--- src/rtl/div_2nbit_restore_if.sv ---
// Handshake and operand/result bundle for the 2N-by-N restoring divider.
interface div_2nbit_restore_if #(
  parameter int unsigned DATA_WIDTH = 8
);
  logic                      i_vld;
  logic                      o_rdy;
  logic                      i_sign;
  logic [2*DATA_WIDTH-1:0]   i_num_x;
  logic [DATA_WIDTH-1:0]     i_num_y;
  logic                      o_end;
  logic [DATA_WIDTH-1:0]     o_quo;
  logic [DATA_WIDTH-1:0]     o_rem;
  logic                      o_ovf;
  logic                      o_dbz;

  modport master (
    output i_vld, i_sign, i_num_x, i_num_y,
    input  o_rdy, o_end, o_quo, o_rem, o_ovf, o_dbz
  );

  modport slave (
    input  i_vld, i_sign, i_num_x, i_num_y,
    output o_rdy, o_end, o_quo, o_rem, o_ovf, o_dbz
  );
endinterface

--- src/rtl/div_2nbit_restore.sv ---
// Iterative radix-2 restoring divider: 2N-bit dividend / N-bit divisor,
// signed or unsigned, N-bit quotient and remainder with overflow and
// divide-by-zero flags. One quotient bit per cycle.
module div_2nbit_restore #(
  parameter int unsigned DATA_WIDTH = 8
) (
  input  logic               i_clk,
  input  logic               i_rst_n,
  div_2nbit_restore_if.slave bus
);
  localparam int unsigned N  = DATA_WIDTH;
  localparam int unsigned CW = $clog2(N);

  typedef enum logic [1:0] {IDLE, PRE, CALC, FIX} state_t;

  state_t        state, state_nx;
  logic [N:0]    p;        // partial remainder
  logic [N-1:0]  qsr;      // low dividend half shifts out MSB-first, quotient bits shift in
  logic [N:0]    y_mag;
  logic [N-1:0]  x_lo;     // raw dividend low half, returned as remainder on divide-by-zero
  logic          sgn, neg_q, neg_r;
  logic [CW-1:0] cnt;

  logic [2*N-1:0] x_abs;
  logic [N:0]     y_ext, y_abs;
  logic [N:0]     shifted;
  logic [N+1:0]   diff;
  logic           ge;
  logic           range_ovf;
  logic [N-1:0]   quo_fix, rem_fix;

  assign bus.o_rdy = (state == IDLE);

  // Operand magnitudes, trial subtraction and sign fix-up.
  always_comb begin
    x_abs     = (bus.i_sign && bus.i_num_x[2*N-1]) ? -bus.i_num_x : bus.i_num_x;
    y_ext     = {bus.i_sign & bus.i_num_y[N-1], bus.i_num_y};
    y_abs     = y_ext[N] ? -y_ext : y_ext;
    shifted   = {p[N-1:0], qsr[N-1]};
    diff      = {1'b0, shifted} - {1'b0, y_mag};
    ge        = ~diff[N+1];
    range_ovf = neg_q ? (qsr[N-1] && (|qsr[N-2:0])) : qsr[N-1];
    quo_fix   = neg_q ? -qsr : qsr;
    rem_fix   = neg_r ? -p[N-1:0] : p[N-1:0];
  end

  // State register.
  always_ff @(posedge i_clk or negedge i_rst_n) begin
    if (!i_rst_n) state <= IDLE;
    else          state <= state_nx;
  end

  // Next-state logic.
  always_comb begin
    state_nx = state;
    case (state)
      IDLE:    if (bus.i_vld) state_nx = PRE;
      PRE:     state_nx = ((y_mag == '0) || (p >= y_mag)) ? IDLE : CALC;
      CALC:    if (cnt == CW'(N-1)) state_nx = FIX;
      FIX:     state_nx = IDLE;
      default: state_nx = IDLE;
    endcase
  end

  // Datapath and registered results.
  always_ff @(posedge i_clk or negedge i_rst_n) begin
    if (!i_rst_n) begin
      p         <= '0;
      qsr       <= '0;
      y_mag     <= '0;
      x_lo      <= '0;
      sgn       <= 1'b0;
      neg_q     <= 1'b0;
      neg_r     <= 1'b0;
      cnt       <= '0;
      bus.o_end <= 1'b0;
      bus.o_quo <= '0;
      bus.o_rem <= '0;
      bus.o_ovf <= 1'b0;
      bus.o_dbz <= 1'b0;
    end else begin
      bus.o_end <= 1'b0;
      case (state)
        IDLE: begin
          if (bus.i_vld) begin
            sgn   <= bus.i_sign;
            neg_q <= bus.i_sign & (bus.i_num_x[2*N-1] ^ bus.i_num_y[N-1]);
            neg_r <= bus.i_sign & bus.i_num_x[2*N-1];
            y_mag <= y_abs;
            // P is preloaded with |x| high half here so PRE can range-check it directly.
            p     <= {1'b0, x_abs[2*N-1:N]};
            qsr   <= x_abs[N-1:0];
            x_lo  <= bus.i_num_x[N-1:0];
            cnt   <= '0;
          end
        end
        PRE: begin
          if (y_mag == '0) begin
            bus.o_dbz <= 1'b1;
            bus.o_ovf <= 1'b1;
            bus.o_quo <= '1;
            bus.o_rem <= x_lo;
            bus.o_end <= 1'b1;
          end else if (p >= y_mag) begin
            bus.o_dbz <= 1'b0;
            bus.o_ovf <= 1'b1;
            bus.o_quo <= '0;
            bus.o_rem <= '0;
            bus.o_end <= 1'b1;
          end
        end
        CALC: begin
          p   <= ge ? diff[N:0] : shifted;
          qsr <= {qsr[N-2:0], ge};
          cnt <= cnt + 1'b1;
        end
        FIX: begin
          bus.o_end <= 1'b1;
          bus.o_dbz <= 1'b0;
          if (sgn && range_ovf) begin
            bus.o_ovf <= 1'b1;
            bus.o_quo <= '0;
            bus.o_rem <= '0;
          end else begin
            bus.o_ovf <= 1'b0;
            bus.o_quo <= quo_fix;
            bus.o_rem <= rem_fix;
          end
        end
        default: ;
      endcase
    end
  end
endmodule
--- src/flat_wrapper.sv ---
// flat-port wrapper written by rule: the top's interface ports become plain ports
module div_2nbit_restore_flat 
#(
  parameter int unsigned DATA_WIDTH = 8
)
  (i_clk, i_rst_n, bus_i_vld, bus_i_sign, bus_i_num_x, bus_i_num_y, bus_o_rdy, bus_o_end, bus_o_quo, bus_o_rem, bus_o_ovf, bus_o_dbz);
  div_2nbit_restore_if #(.DATA_WIDTH(DATA_WIDTH)) bus_i ();
  input  logic i_clk;
  input  logic i_rst_n;
  input wire logic [$bits(bus_i.i_vld)-1:0] bus_i_vld;
  input wire logic [$bits(bus_i.i_sign)-1:0] bus_i_sign;
  input wire logic [$bits(bus_i.i_num_x)-1:0] bus_i_num_x;
  input wire logic [$bits(bus_i.i_num_y)-1:0] bus_i_num_y;
  output wire logic [$bits(bus_i.o_rdy)-1:0] bus_o_rdy;
  output wire logic [$bits(bus_i.o_end)-1:0] bus_o_end;
  output wire logic [$bits(bus_i.o_quo)-1:0] bus_o_quo;
  output wire logic [$bits(bus_i.o_rem)-1:0] bus_o_rem;
  output wire logic [$bits(bus_i.o_ovf)-1:0] bus_o_ovf;
  output wire logic [$bits(bus_i.o_dbz)-1:0] bus_o_dbz;
  assign bus_i.i_vld = bus_i_vld;
  assign bus_i.i_sign = bus_i_sign;
  assign bus_i.i_num_x = bus_i_num_x;
  assign bus_i.i_num_y = bus_i_num_y;
  assign bus_o_rdy = bus_i.o_rdy;
  assign bus_o_end = bus_i.o_end;
  assign bus_o_quo = bus_i.o_quo;
  assign bus_o_rem = bus_i.o_rem;
  assign bus_o_ovf = bus_i.o_ovf;
  assign bus_o_dbz = bus_i.o_dbz;
  div_2nbit_restore #(.DATA_WIDTH(DATA_WIDTH)) u_core (.i_clk(i_clk), .i_rst_n(i_rst_n), .bus(bus_i));
endmodule
--- config.mk ---
export PLATFORM = sky130hd
export DESIGN_NAME = div_2nbit_restore_flat
export DESIGN_NICKNAME = d
export VERILOG_FILES = /design/src/rtl/div_2nbit_restore_if.sv /design/src/rtl/div_2nbit_restore.sv /design/src/flat_wrapper.sv
export SDC_FILE = /design/constraint.sdc
export NUM_CORES = 1
export LEC_CHECK = 0
export ABC_AREA = 1
export BUFFER_PORTS_ARGS = -buffer_cell sky130_fd_sc_hd__buf_4
export CAP_MARGIN = 40
export CORE_ASPECT_RATIO = 0.8
export CORE_MARGIN = 3
export CORE_UTILIZATION = 42
export DETAILED_ROUTE_END_ITERATION = 8
export GPL_ROUTABILITY_DRIVEN = 0
export HOLD_SLACK_MARGIN = 0.03
export MAX_ROUTING_LAYER = met4
export PLACE_DENSITY = 0.64
export SYNTH_ARGS = -nofsm -noshare
export SYNTH_HDL_FRONTEND = slang
export SYNTH_SLANG_ARGS = --single-unit
--- constraint.sdc ---
create_clock -name i_clk -period 1.95 [get_ports i_clk]
set_input_delay 0.39 -clock i_clk [delete_from_list [all_inputs] [get_ports i_clk]]
set_output_delay 0.39 -clock i_clk [all_outputs]
set_load 0.02 [all_outputs]
==> results.txt, run 1 <==
- Drt first-iter violations: 387
* Run status: complete, no violations
- Synthesis produced a netlist with a net count of 620.
- The setup check on the worst reg-to-reg path leaves a slack of 110 ps.
* Instance area at placement: 4800 um2
- Maximum number of buffers from clock root to sink: 2
- The die covers 11260 um2.
- Sink count of the clock tree: 61
* Clock slew seen by the registers of the worst setup and hold paths: 60 ps
- Diode count: 0
- Placed cell count: 754
- Category of the critical setup timing path: reg2reg
* Leakage power of the design: 0.002694 uW
* Data arrival time of the worst path: 2040 ps
- During synthesis, Yosys emitted a total of 0 warnings.
- Site Rows: 32
- Once detail routing completed, the nets flagged for antenna violations numbered 0.
- In the layout the commonest cells are 168 x sky130_fd_sc_hd__nand2_1, 70 x sky130_fd_sc_hd__buf_4, 64 x sky130_fd_sc_hd__inv_1.
* Detail-routed via count per cell: 5.090
- Setup total negative slack: 0 ps
* Clock latency on the worst-skew pair: 330 ps
- The worst path in the final design needs a cycle of 1836 ps, including I/O delays and setup.
- Layout cells sized above 1: 20.44%
* Initial antenna violation count: 0
* Power density over the cells: 1869 nW/um2
* Buffers on Ports: 47
- Setup repair after global routing missed its margin: yes
* Gr usage total: 22.11%
* Post-synthesis instance area: 4207 um2
- The tree is rooted in a sky130_fd_sc_hd__clkbuf_16.
- The core region is 9689 um2.
- The floorplan step set the die height to 95.51 um.
* Post-layout net count: 689
- Required @ worst endpoint: 2160 ps
- Launch point of the worst reg-to-reg path: u_core.p[6]$_DFFE_PN0P_
* Count of placed standard cells in the final layout, fillers left out: 777
- Share of the clock period used by the worst path: 94.13%
- R2r endpoint: u_core.p[8]$_DFFE_PN0P_
- At the pin with the least slew margin, the transition time is 496.7 ps.
- Post-route design area: 5214 um2
- The worst hold path belongs to the class in2async.
- STA classifies the critical path endpoint as a register.
- Number of maximum-capacitance violations: 0
- Final setup violating endpoints: 0
- The most used flip-flop cell after synthesis is sky130_fd_sc_hd__dfrtp_1.
- Entering global routing, the biggest net connects 40 pins.
- Post-synth cell types: 43
- Count of unresolved DRC violations after routing: 0
- CTS hold repair buffers: 0
- STA classifies the critical path startpoint as a register.
- Summing the sequential cell areas from Yosys gives 36.29% of the chip area.
- In this run, CTS created clock tree buffers numbering 9.
- The worst pin sits at a relative slew slack of 66.88%.
- The average instance in the mapped netlist occupies 7.419 um2.
- Area added between synthesis and finish: 23.94%
* TritonRoute pass-1 iters: 5
- Worst supply voltage drop on vdd: 0.7496 mV
- Post-synth ARST share: 100.0%
- Detailed placer's ending HPWL: 9.037 mm
* Post-layout utilization of the core: 53.81%
- Setup slack at placement: 55.58 ps
- The final-report hold violation count is 0.
- After detailed routing, the average wire length per cell comes to 14.96 um.
- In this run the worst path has a maximum fanout of 6.
- Timing would allow up to 544.8 MHz.
- The total overflow left after global routing is 0.
- CTS tree: done
* Number of enable-type register cells in the synthesized netlist: 0
- Leaving out fill and tap cells, the most frequent cell in the layout is sky130_fd_sc_hd__nand2_1.
- Floorplan die width: 117.9 um
- During I/O placement, the number of pins put on the boundary was 48.
* Initial Util: 43.41%
- Via count of the first global-routing pass: 3752
- Flip-flop and latch count after synthesis: 61
* Global-route wire length before repair: 19.22 mm
- Number of levels in the clock H-tree: 3
- The max-slew violation count is 0.
- Reg2Reg Depth: 7
- DR vias: 3955
- Final Skew: 7.276 ps
- WL final: 11.63 mm
- After layout, the worst setup slack is 114.4 ps.
* Synthesized netlist cell count: 567
cell families after synthesis:
group                      share of synthesized area (%)
buffers and inverters                              8.834
AOI/OAI and AO/OA                                  10.14
adders and majority gates                          7.615
DFF                                                36.29
and+or+nand+nor                                    31.71
xor gates and xnor gates                           5.413
layer usage:
layer  vias to the layer above  wire, um  track usage [%]  share of wire (%)
met5                         -         0                -                  0
met4                         0       112            4.585               0.96
met3                        12       647            3.559                5.6
met2                       118      4964            32.28                 43
met1                      1852      5902            32.40                 51
li1                       1973         -                -                  -
worst max-delay path, stage by stage, from the launching register on:
cell and delay (ps):
sky130_fd_sc_hd__dfrtp_1 430, sky130_fd_sc_hd__ha_1 370, sky130_fd_sc_hd__nand2_2 140, sky130_fd_sc_hd__inv_2 50
sky130_fd_sc_hd__a21oi_4 240, sky130_fd_sc_hd__nand3_2 220, sky130_fd_sc_hd__o21ai_1 170, sky130_fd_sc_hd__o21ai_1 90
flip-flops by register name (all words and copies together), names as in the netlist, named ones only:
| signal | cells |
|---|---|
| u_core.bus.o_ovf | 1 |
| u_core.bus.o_rem | 8 |
| u_core.bus.o_quo | 8 |
| u_core.p | 9 |
| u_core.bus.o_dbz | 1 |
| u_core.y_mag | 9 |
| u_core.neg_q | 1 |
| u_core.neg_r | 1 |
| u_core.qsr | 8 |
| u_core.x_lo | 8 |
| u_core.cnt | 3 |
| u_core.state | 1 |
| u_core.bus.o_end | 1 |
| u_core.sgn | 1 |
synth_stat cells, types with 2 or more instances:
master | number | share of area, %
sky130_fd_sc_hd__o21ai_1 | 6 | 0.71
sky130_fd_sc_hd__o31ai_1 | 2 | 0.36
sky130_fd_sc_hd__nor2_2 | 5 | 0.74
sky130_fd_sc_hd__nand2_1 | 168 | 15
sky130_fd_sc_hd__a21oi_1 | 13 | 1.5
sky130_fd_sc_hd__xor2_1 | 20 | 4.2
sky130_fd_sc_hd__o21a_1 | 2 | 0.36
sky130_fd_sc_hd__ha_1 | 24 | 7.1
sky130_fd_sc_hd__inv_1 | 65 | 5.8
sky130_fd_sc_hd__buf_2 | 8 | 0.95
sky130_fd_sc_hd__o21ai_0 | 31 | 3.7
sky130_fd_sc_hd__inv_2 | 8 | 0.71
sky130_fd_sc_hd__nor2_1 | 34 | 3.0
sky130_fd_sc_hd__nand3_2 | 5 | 1.2
sky130_fd_sc_hd__xnor2_1 | 6 | 1.2
sky130_fd_sc_hd__nand4_1 | 13 | 1.9
sky130_fd_sc_hd__dfrtp_1 | 61 | 36
sky130_fd_sc_hd__nor2_4 | 2 | 0.54
sky130_fd_sc_hd__a22o_1 | 2 | 0.42
sky130_fd_sc_hd__a22oi_1 | 6 | 1.1
sky130_fd_sc_hd__nand3_1 | 53 | 6.3
sky130_fd_sc_hd__nand3_4 | 2 | 0.83
sky130_fd_sc_hd__nand2_2 | 7 | 1.0
sky130_fd_sc_hd__buf_4 | 2 | 0.36
sky130_fd_sc_hd__nor3_1 | 2 | 0.24
sky130_fd_sc_hd__clkbuf_1 | 3 | 0.27
worst max path at each step:
stage                                    endpoint  slack (ps)  cells past startpoint                   startpoint
after floorplan           u_core.p[6]$_DFFE_PN0P_         240                     12  u_core.y_mag[0]$_DFFE_PN0P_
after global placement    u_core.p[2]$_DFFE_PN0P_          80                     10  u_core.y_mag[8]$_DFFE_PN0P_
after detailed placement  u_core.p[4]$_DFFE_PN0P_          60                      9      u_core.p[6]$_DFFE_PN0P_
after CTS                 u_core.p[4]$_DFFE_PN0P_          30                     10  u_core.y_mag[8]$_DFFE_PN0P_
after global routing      u_core.p[2]$_DFFE_PN0P_         -20                      9      u_core.p[6]$_DFFE_PN0P_
final                     u_core.p[8]$_DFFE_PN0P_         110                      7      u_core.p[6]$_DFFE_PN0P_
area by class of cell:
cell class / instances / area (um2)
timing repair buffer: 72 / 565.5
tap: 136 / 170.2
clock buffer: 9 / 225.2
multi-input combinational: 419 / 2376
sequential: 61 / 1526
clock inverter: 7 / 76.32
fill: 936 / 4476
inverter: 73 / 274.0
report_power, final:
part / leakage (uW) / total [uW] / internal [uW] / switching (uW)
registers: 0.000765 / 2350 / 1850 / 496
clock network: 0.000142 / 1600 / 992 / 610
logic: 0.00179 / 5790 / 2300 / 3490
total: 0.00269 / 9740 / 5140 / 4600
repair_timing:
item                                    CTS  global route
resized for setup                         0            10
endpoints found under the setup margin    0            23
setup buffers                             0             6
stage by stage:
step	hold WS (ps)	power (uW)
global route	64.14	10660
global placement	392.6	7676
detailed placement	390.9	7795
finish	32.20	9744
floorplan	94.41	6213
CTS	42.89	9422
Power figures use the tool's default switching activity.
==> run 2: changes to the inputs <==
CORE_UTILIZATION = 50   (was 42)
PLACE_DENSITY = 0.73   (was 0.64)
==> results.txt, run 2 (synthesized netlist as in run 1, its figures left out) <==
* Via count of the first global-routing pass: 3616 (was 3752)
- The global-route wire length before repair came to 18.05 mm (was 19.22 mm).
- The storage element area came to 1526 um2 (unchanged).
- The worst clock skew came to 9.411 ps (was 7.276 ps).
- Maximum number of buffers from clock root to sink: 2 (unchanged)
- The residual overflow from global routing was 0 (unchanged).
- The initial cell density of the core came to 52.22% (was 43.41%).
- The largest net degree at the start of global routing is 40 (unchanged).
* Total power draw: 9304 uW (was 9744 uW)
- Along the worst hold path, the cell count comes to 3.
- TritonRoute pass-1 iters: 5 (unchanged)
* Launching element type of the critical path: register (unchanged)
* Instance area at placement: 4720 um2 (was 4800 um2)
- Worst supply voltage drop on vdd: 0.6827 mV (was 0.7496 mV)
* Layout cells sized above 1: 19.62% (was 20.44%)
- The number of input and output port buffers inserted was 47 (unchanged).
* Launch point of the worst reg-to-reg path: u_core.y_mag[6]$_DFFE_PN0P_ (was u_core.p[6]$_DFFE_PN0P_)
* Floorplan die width: 108.6 um (was 117.9 um)
- Time the worst path needs with I/O delays and setup: 1906 ps (was 1836 ps)
* Detail-routed via count per cell: 5.358 (was 5.090)
- Clock latency on the worst-skew pair: 340 ps (was 330 ps)
* Highest net fanout along the worst path: 7 (was 6)
* Routed Antenna Nets: 0 (unchanged)
- The maximum clock frequency is 524.6 MHz (was 544.8 MHz).
* Number of maximum-capacitance violations: 0 (unchanged)
- The core footprint is 8055 um2 (was 9689 um2).
* Critical path endpoint category: register (unchanged)
- The net total in the final layout was 685 (was 689).
* Count of placed standard cells in the final layout, fillers left out: 745 (was 777)
- The static leakage is 0.002628 uW (was 0.002694 uW).
- Share of the clock period used by the worst path: 97.76% (was 94.13%)
- Largest registers in the final layout: u_core.p (9), u_core.y_mag (9) (unchanged)
* Slew Limit Headroom: 70.38% (was 66.88%)
- The worst hold path begins at bus_i_num_x[4].
- Gr usage total: 24.96% (was 22.11%)
- The placement row count was 29 (was 32).
* Count of final hold-check violations: 0 (unchanged)
- The final hold slack is 292.1 ps (was 32.20 ps).
- Power density over the cells: 1842 nW/um2 (was 1869 nW/um2)
* Fin. max-slew vios: 0 (unchanged)
- The most frequent standard cell in the layout excluding fill and tap cells is sky130_fd_sc_hd__nand2_1 (unchanged).
* Class of the worst hold path: in2reg (was in2async)
- CTS tree: done (unchanged)
- Floorplan die area: 9557 um2 (was 11260 um2)
* Drt first-iter violations: 381 (was 387)
- The number of I/O pins is 48 (unchanged).
* Number of levels in the clock H-tree: 3 (unchanged)
- The detailed-route wire length per cell came to 15.06 um (was 14.96 um).
* Placed cell count: 720 (was 754)
* Final setup violating endpoints: 0 (unchanged)
- The number of filler cells placed in the layout is 729 (was 936).
- The area added between synthesis and finish was 20.08% (was 23.94%).
- The number of buffers inserted during clock tree synthesis came to 9 (unchanged).
* Required @ worst endpoint: 2180 ps (was 2160 ps)
- The clock edge transition at the registers on the reported setup and hold paths is 80 ps (was 60 ps).
- Combined area of the multi-input logic cells: 2366 um2 (was 2376 um2)
- DR vias: 3992 (was 3955)
- The clock root buffer master is sky130_fd_sc_hd__clkbuf_8 (was sky130_fd_sc_hd__clkbuf_16).
* Post-layout utilization of the core: 62.71% (was 53.81%)
* Slew at the pin closest to its max-slew limit: 444.3 ps (was 496.7 ps)
- Commonest cells after routing, fill and taps aside: 167 x sky130_fd_sc_hd__nand2_1, 65 x sky130_fd_sc_hd__inv_1, 64 x sky130_fd_sc_hd__buf_4 (was 168 x sky130_fd_sc_hd__nand2_1, 70 x sky130_fd_sc_hd__buf_4, 64 x sky130_fd_sc_hd__inv_1).
- Reg2Reg Depth: 9 (was 7)
- Sink count of the clock tree: 61 (unchanged)
* Post-route design area: 5051 um2 (was 5214 um2)
- The height of the die was 88.04 um (was 95.51 um).
* Diode count: 0 (unchanged)
- The startpoint of the worst setup timing path is u_core.y_mag[6]$_DFFE_PN0P_ (was u_core.p[6]$_DFFE_PN0P_).
- Run status: complete, no violations (unchanged).
* Data arrival time of the worst path: 2130 ps (was 2040 ps)
- The category of the most critical setup path was reg2reg (unchanged).
- The aggregate routed wire length was 11.22 mm (was 11.63 mm).
* Detailed placer's ending HPWL: 8.427 mm (was 9.037 mm)
* Count of unresolved DRC violations after routing: 0 (unchanged)
- The number of antenna violations at the first check in global routing came to 0 (unchanged).
[run 2: cell types whose count changed in the layout (fill, tap and decap cells not counted), moves of 2 or more]
cell,change
sky130_fd_sc_hd__clkbuf_8,+10
sky130_fd_sc_hd__clkbuf_16,-9
sky130_fd_sc_hd__buf_4,-6
sky130_fd_sc_hd__clkinv_4,-3
sky130_fd_sc_hd__inv_6,+2
[run 2: where the power goes]
part	switching, uW	leakage [uW]	internal (uW)
Combinational	3480	0.00177	2300
Clock	565	0.0000955	634
Sequential	483	0.000765	1850
[run 2: critical path, cell delays in order, from the launching register on]
cell and delay (ps):
sky130_fd_sc_hd__dfrtp_1 390, sky130_fd_sc_hd__inv_1 170, sky130_fd_sc_hd__ha_4 250, sky130_fd_sc_hd__nand2_1 60, sky130_fd_sc_hd__nand2_1 100, sky130_fd_sc_hd__a21oi_4 310, sky130_fd_sc_hd__nand3_4 140, sky130_fd_sc_hd__buf_4 160
sky130_fd_sc_hd__o211ai_2 130, sky130_fd_sc_hd__nand3_1 80
[run 2: layout make-up]
class / instances / area share [%]
Multi-Input combinational cell: 419 / 46.84
Sequential cell: 61 / 30.22
Timing Repair Buffer: 68 / 10.73
Inverter: 73 / 5.425
Clock buffer: 10 / 2.725
Tap cell: 108 / 2.675
Clock inverter: 6 / 1.387
[run 2: stage by stage]
| stage | setup TNS, ps | setup WS (ps) |
|---|---|---|
| 6_report | 0 | 43.73 |
| 5_1_grt | -169.7 | -52.02 |
| 4_1_cts | 0 | 1.216 |
| 3_5_place_dp | 0 | 79.87 |
| 3_3_place_gp | 0 | 92.27 |
| 2_1_floorplan | 0 | 235.9 |
[run 2: final timing paths]
kind	to	slack [ps]
max in group asynchronous	u_core.bus.o_rem[4]$_DFFE_PN0P_	910
hold / removal	u_core.x_lo[4]$_DFFE_PN0P_	290
setup / recovery	u_core.p[3]$_DFFE_PN0P_	40
hold reg to reg	u_core.bus.o_rem[4]$_DFFE_PN0P_	490
setup reg to reg	u_core.p[3]$_DFFE_PN0P_	40
min in group asynchronous	u_core.p[4]$_DFFE_PN0P_	530
[run 2: repair_timing]
| item | in CTS | in global routing |
|---|---|---|
| endpoints found under the hold margin | 31 | 0 |
| hold buffers | 1 | 0 |
| gates resized for setup | 0 | 9 |
| setup buffers | 0 | 7 |
| setup endpoints to repair | 0 | 18 |
[run 2: metal layers]
layer	global-route usage, %	share of wire, %	vias up
met4	8.601	2.2	0
met2	33.60	42	146
met5	-	0	-
met1	37.98	50	1856
li1	-	-	1969
met3	3.316	6.6	21
==> run 3: changes to the inputs <==
CORE_UTILIZATION = 48   (was 50)
PLACE_DENSITY = 0.71   (was 0.73)
==> results.txt, run 3 (synthesized netlist as in run 1, its figures left out) <==
- Total congestion overflow after global routing: 0 (unchanged)
- Share of the clock period used by the worst path: 93.61% (was 97.76%)
- Critical Path Max Stage Delay: 440 ps (was 390 ps)
- Required @ worst endpoint: 2190 ps (was 2180 ps)
- The core footprint was 8237 um2 (was 8055 um2).
- The CTS tree is done (unchanged).
- The critical path data arrival time came to 2070 ps (was 2130 ps).
- The total power density per cell area was 1848 nW/um2 (was 1842 nW/um2).
* Library cell contributing the largest single delay on the critical path: sky130_fd_sc_hd__dfrtp_1 (unchanged)
- Worst supply voltage drop on vdd: 0.7119 mV (was 0.6827 mV)
- The height of the die is 89.73 um (was 88.04 um).
* Average wire per standard cell: 15.55 um (was 15.06 um)
* Drt first-iter violations: 375 (was 381)
- Routed Antenna Nets: 0 (unchanged)
- Leakage power of the design: 0.002644 uW (was 0.002628 uW)
* Root buffer cell: sky130_fd_sc_hd__clkbuf_8 (unchanged)
* Clock latency on the worst-skew pair: 350 ps (was 340 ps)
* Total power draw: 9408 uW (was 9304 uW)
- Largest registers in the final layout: u_core.p (9), u_core.y_mag (9) (unchanged).
- Initial antenna violation count: 0 (unchanged)
- Critical path endpoint category: register (unchanged)
- The overall fraction of global-route tracks in use was 24.18% (was 24.96%).
- The share of layout cells above drive strength 1 was 20.31% (was 19.62%).
- The final standard cell area without fillers was 5090 um2 (was 5051 um2).
* Time the worst path needs with I/O delays and setup: 1825 ps (was 1906 ps)
* Cell-by-cell listing of the critical path: ha_1 > nand2_2 > nor2_4 > nand3_4 > nand3_2 > o21ai_2 > o21ai_1 > nand2_1 (was inv_1 > ha_4 > nand2_1 > nand2_1 > a21oi_4 > nand3_4 > buf_4 > o211ai_2 > nand3_1)
* Fin. max-slew vios: 0 (unchanged)
- Via count of the first global-routing pass: 3862 (was 3616)
* Count of final hold-check violations: 0 (unchanged)
- The antenna cell count was 0 (unchanged).
- The floorplan die area is 9930 um2 (was 9557 um2).
- Number of maximum-capacitance violations: 0 (unchanged)
- Initial Util: 51.07% (was 52.22%)
- Inserted Clock Buffers: 9 (unchanged)
* Leading cell type in the layout, fill and taps excluded: sky130_fd_sc_hd__nand2_1 (unchanged)
- Maximum operating frequency: 547.9 MHz (was 524.6 MHz)
- The clock edge transition at the registers on the reported setup and hold paths came to 80 ps (about the same).
* Count of unresolved DRC violations after routing: 0 (unchanged)
- Floorplan die width: 110.7 um (was 108.6 um)
* Commonest cells after routing, fill and taps aside: 167 x sky130_fd_sc_hd__nand2_1, 68 x sky130_fd_sc_hd__buf_4, 65 x sky130_fd_sc_hd__inv_1 (was 167 x sky130_fd_sc_hd__nand2_1, 65 x sky130_fd_sc_hd__inv_1, 64 x sky130_fd_sc_hd__buf_4)
- Run status: complete, no violations (unchanged).
- The global-route wire length before repair came to 19.04 mm (was 18.05 mm).
* Slew at the pin closest to its max-slew limit: 471.9 ps (was 444.3 ps)
- Instance area at placement: 4742 um2 (was 4720 um2)
* Buffers on Ports: 47 (unchanged)
- Number of levels in the clock H-tree: 3 (unchanged)
- The largest net degree at the start of global routing came to 40 (unchanged).
- The maximum number of buffers from clock root to sink was 2 (unchanged).
- The number of optimization iterations in the first detailed-route pass is 5 (unchanged).
- The worst relative slew slack is 68.54% (was 70.38%).
* Site Rows: 29 (unchanged)
* Final setup violating endpoints: 0 (unchanged)
* Post-layout net count: 688 (was 685)
* Class of the worst hold path: in2reg (unchanged)
- DR vias: 4017 (was 3992)
* Sum of buffers and inverters on the critical path: 0 (was 2)
- Highest net fanout along the worst path: 8 (was 7)
- Area added between synthesis and finish: 21.00% (was 20.08%)
- Family with the most delay on the worst path: simple AND/OR/NAND/NOR gates (was compound AO/OA/AOI/OAI gates)
- The element type at the critical path start was a register (unchanged).
- Sink count of the clock tree: 61 (unchanged)
* Final Skew: 7.355 ps (was 9.411 ps)
- The aggregate routed wire length came to 11.64 mm (was 11.22 mm).
- Detailed placer's ending HPWL: 8.933 mm (was 8.427 mm)
- The via count normalized by instance count was 5.370 (was 5.358).
- The number of I/O pins was 48 (unchanged).
- The category of the most critical setup path was reg2reg (unchanged).
run 3: cell count changes in the layout (fill, tap and decap cells not counted):
cell	change
sky130_fd_sc_hd__ha_1	-1
sky130_fd_sc_hd__xor2_1	-1
sky130_fd_sc_hd__buf_6	-1
sky130_fd_sc_hd__ha_4	+1
sky130_fd_sc_hd__xor2_2	+1
sky130_fd_sc_hd__buf_4	+4
sky130_fd_sc_hd__o21ai_1	+1
sky130_fd_sc_hd__o21ai_0	-1
run 3: worst min-delay path, cell delays in order:
cell and delay [ps]:
sky130_fd_sc_hd__buf_4 110, sky130_fd_sc_hd__nand2_1 70, sky130_fd_sc_hd__nand2_1 50
run 3: final cells by class:
cell class	count	area, um2
Sequential cell	61	1526
Multi-Input combinational cell	419	2386
Clock buffer	10	137.6
Inverter	73	274.0
Fill cell	761	3147
Tap cell	108	135.1
Timing Repair Buffer	71	560.5
Clock inverter	6	70.07
run 3: where the power goes:
part / total, uW / switching [uW] / internal, uW
clock network: 1210 / 576 / 633
logic: 5840 / 3520 / 2330
registers: 2350 / 508 / 1850
total: 9410 / 4600 / 4810
run 3: worst paths after layout:
check	from	slack [ps]	end	cells after the start
worst max-delay path	u_core.p[6]$_DFFE_PN0P_	120	u_core.p[2]$_DFFE_PN0P_	8
worst min-delay path	bus_i_num_x[4]	300	u_core.x_lo[4]$_DFFE_PN0P_	3
worst max register to register	u_core.p[6]$_DFFE_PN0P_	120	u_core.p[2]$_DFFE_PN0P_	8
worst min register to register	u_core.bus.o_dbz$_DFFE_PN0P_	480	u_core.bus.o_dbz$_DFFE_PN0P_	2
max in group asynchronous	i_rst_n	910	u_core.bus.o_quo[2]$_DFFE_PN0P_	3
min in group asynchronous	i_rst_n	530	u_core.p[8]$_DFFE_PN0P_	2
run 3: what timing repair did:
item | CTS | global route
buffers inserted | 0 | 7
resized for setup | 0 | 11
endpoints found under the hold margin | 32 | 0
endpoints found under the setup margin | 0 | 23
hold buffers | 1 | 0
run 3: per-layer routing:
| layer | GRT usage (%) | wire [um] | vias to the layer above |
|---|---|---|---|
| li1 | - | - | 1976 |
| met1 | 35.27 | 5557 | 1879 |
| met2 | 34.34 | 5021 | 145 |
| met3 | 5.302 | 899 | 17 |
| met4 | 5.641 | 157 | 0 |
| met5 | - | 0 | - |
run 3: metrics by stage:
stage               hold WS (ps)  TNS, ps  util [%]  instances  setup WS (ps)
floorplan                  94.41        0         -        567          235.9
global placement           378.2        0     57.57        723          110.0
detailed placement         384.0        0     57.57        723          83.56
CTS                        292.9        0     60.22        740          6.773
global route               299.3   -19.40     61.80        748         -12.42
finish                     301.0        0     61.80        748          124.7
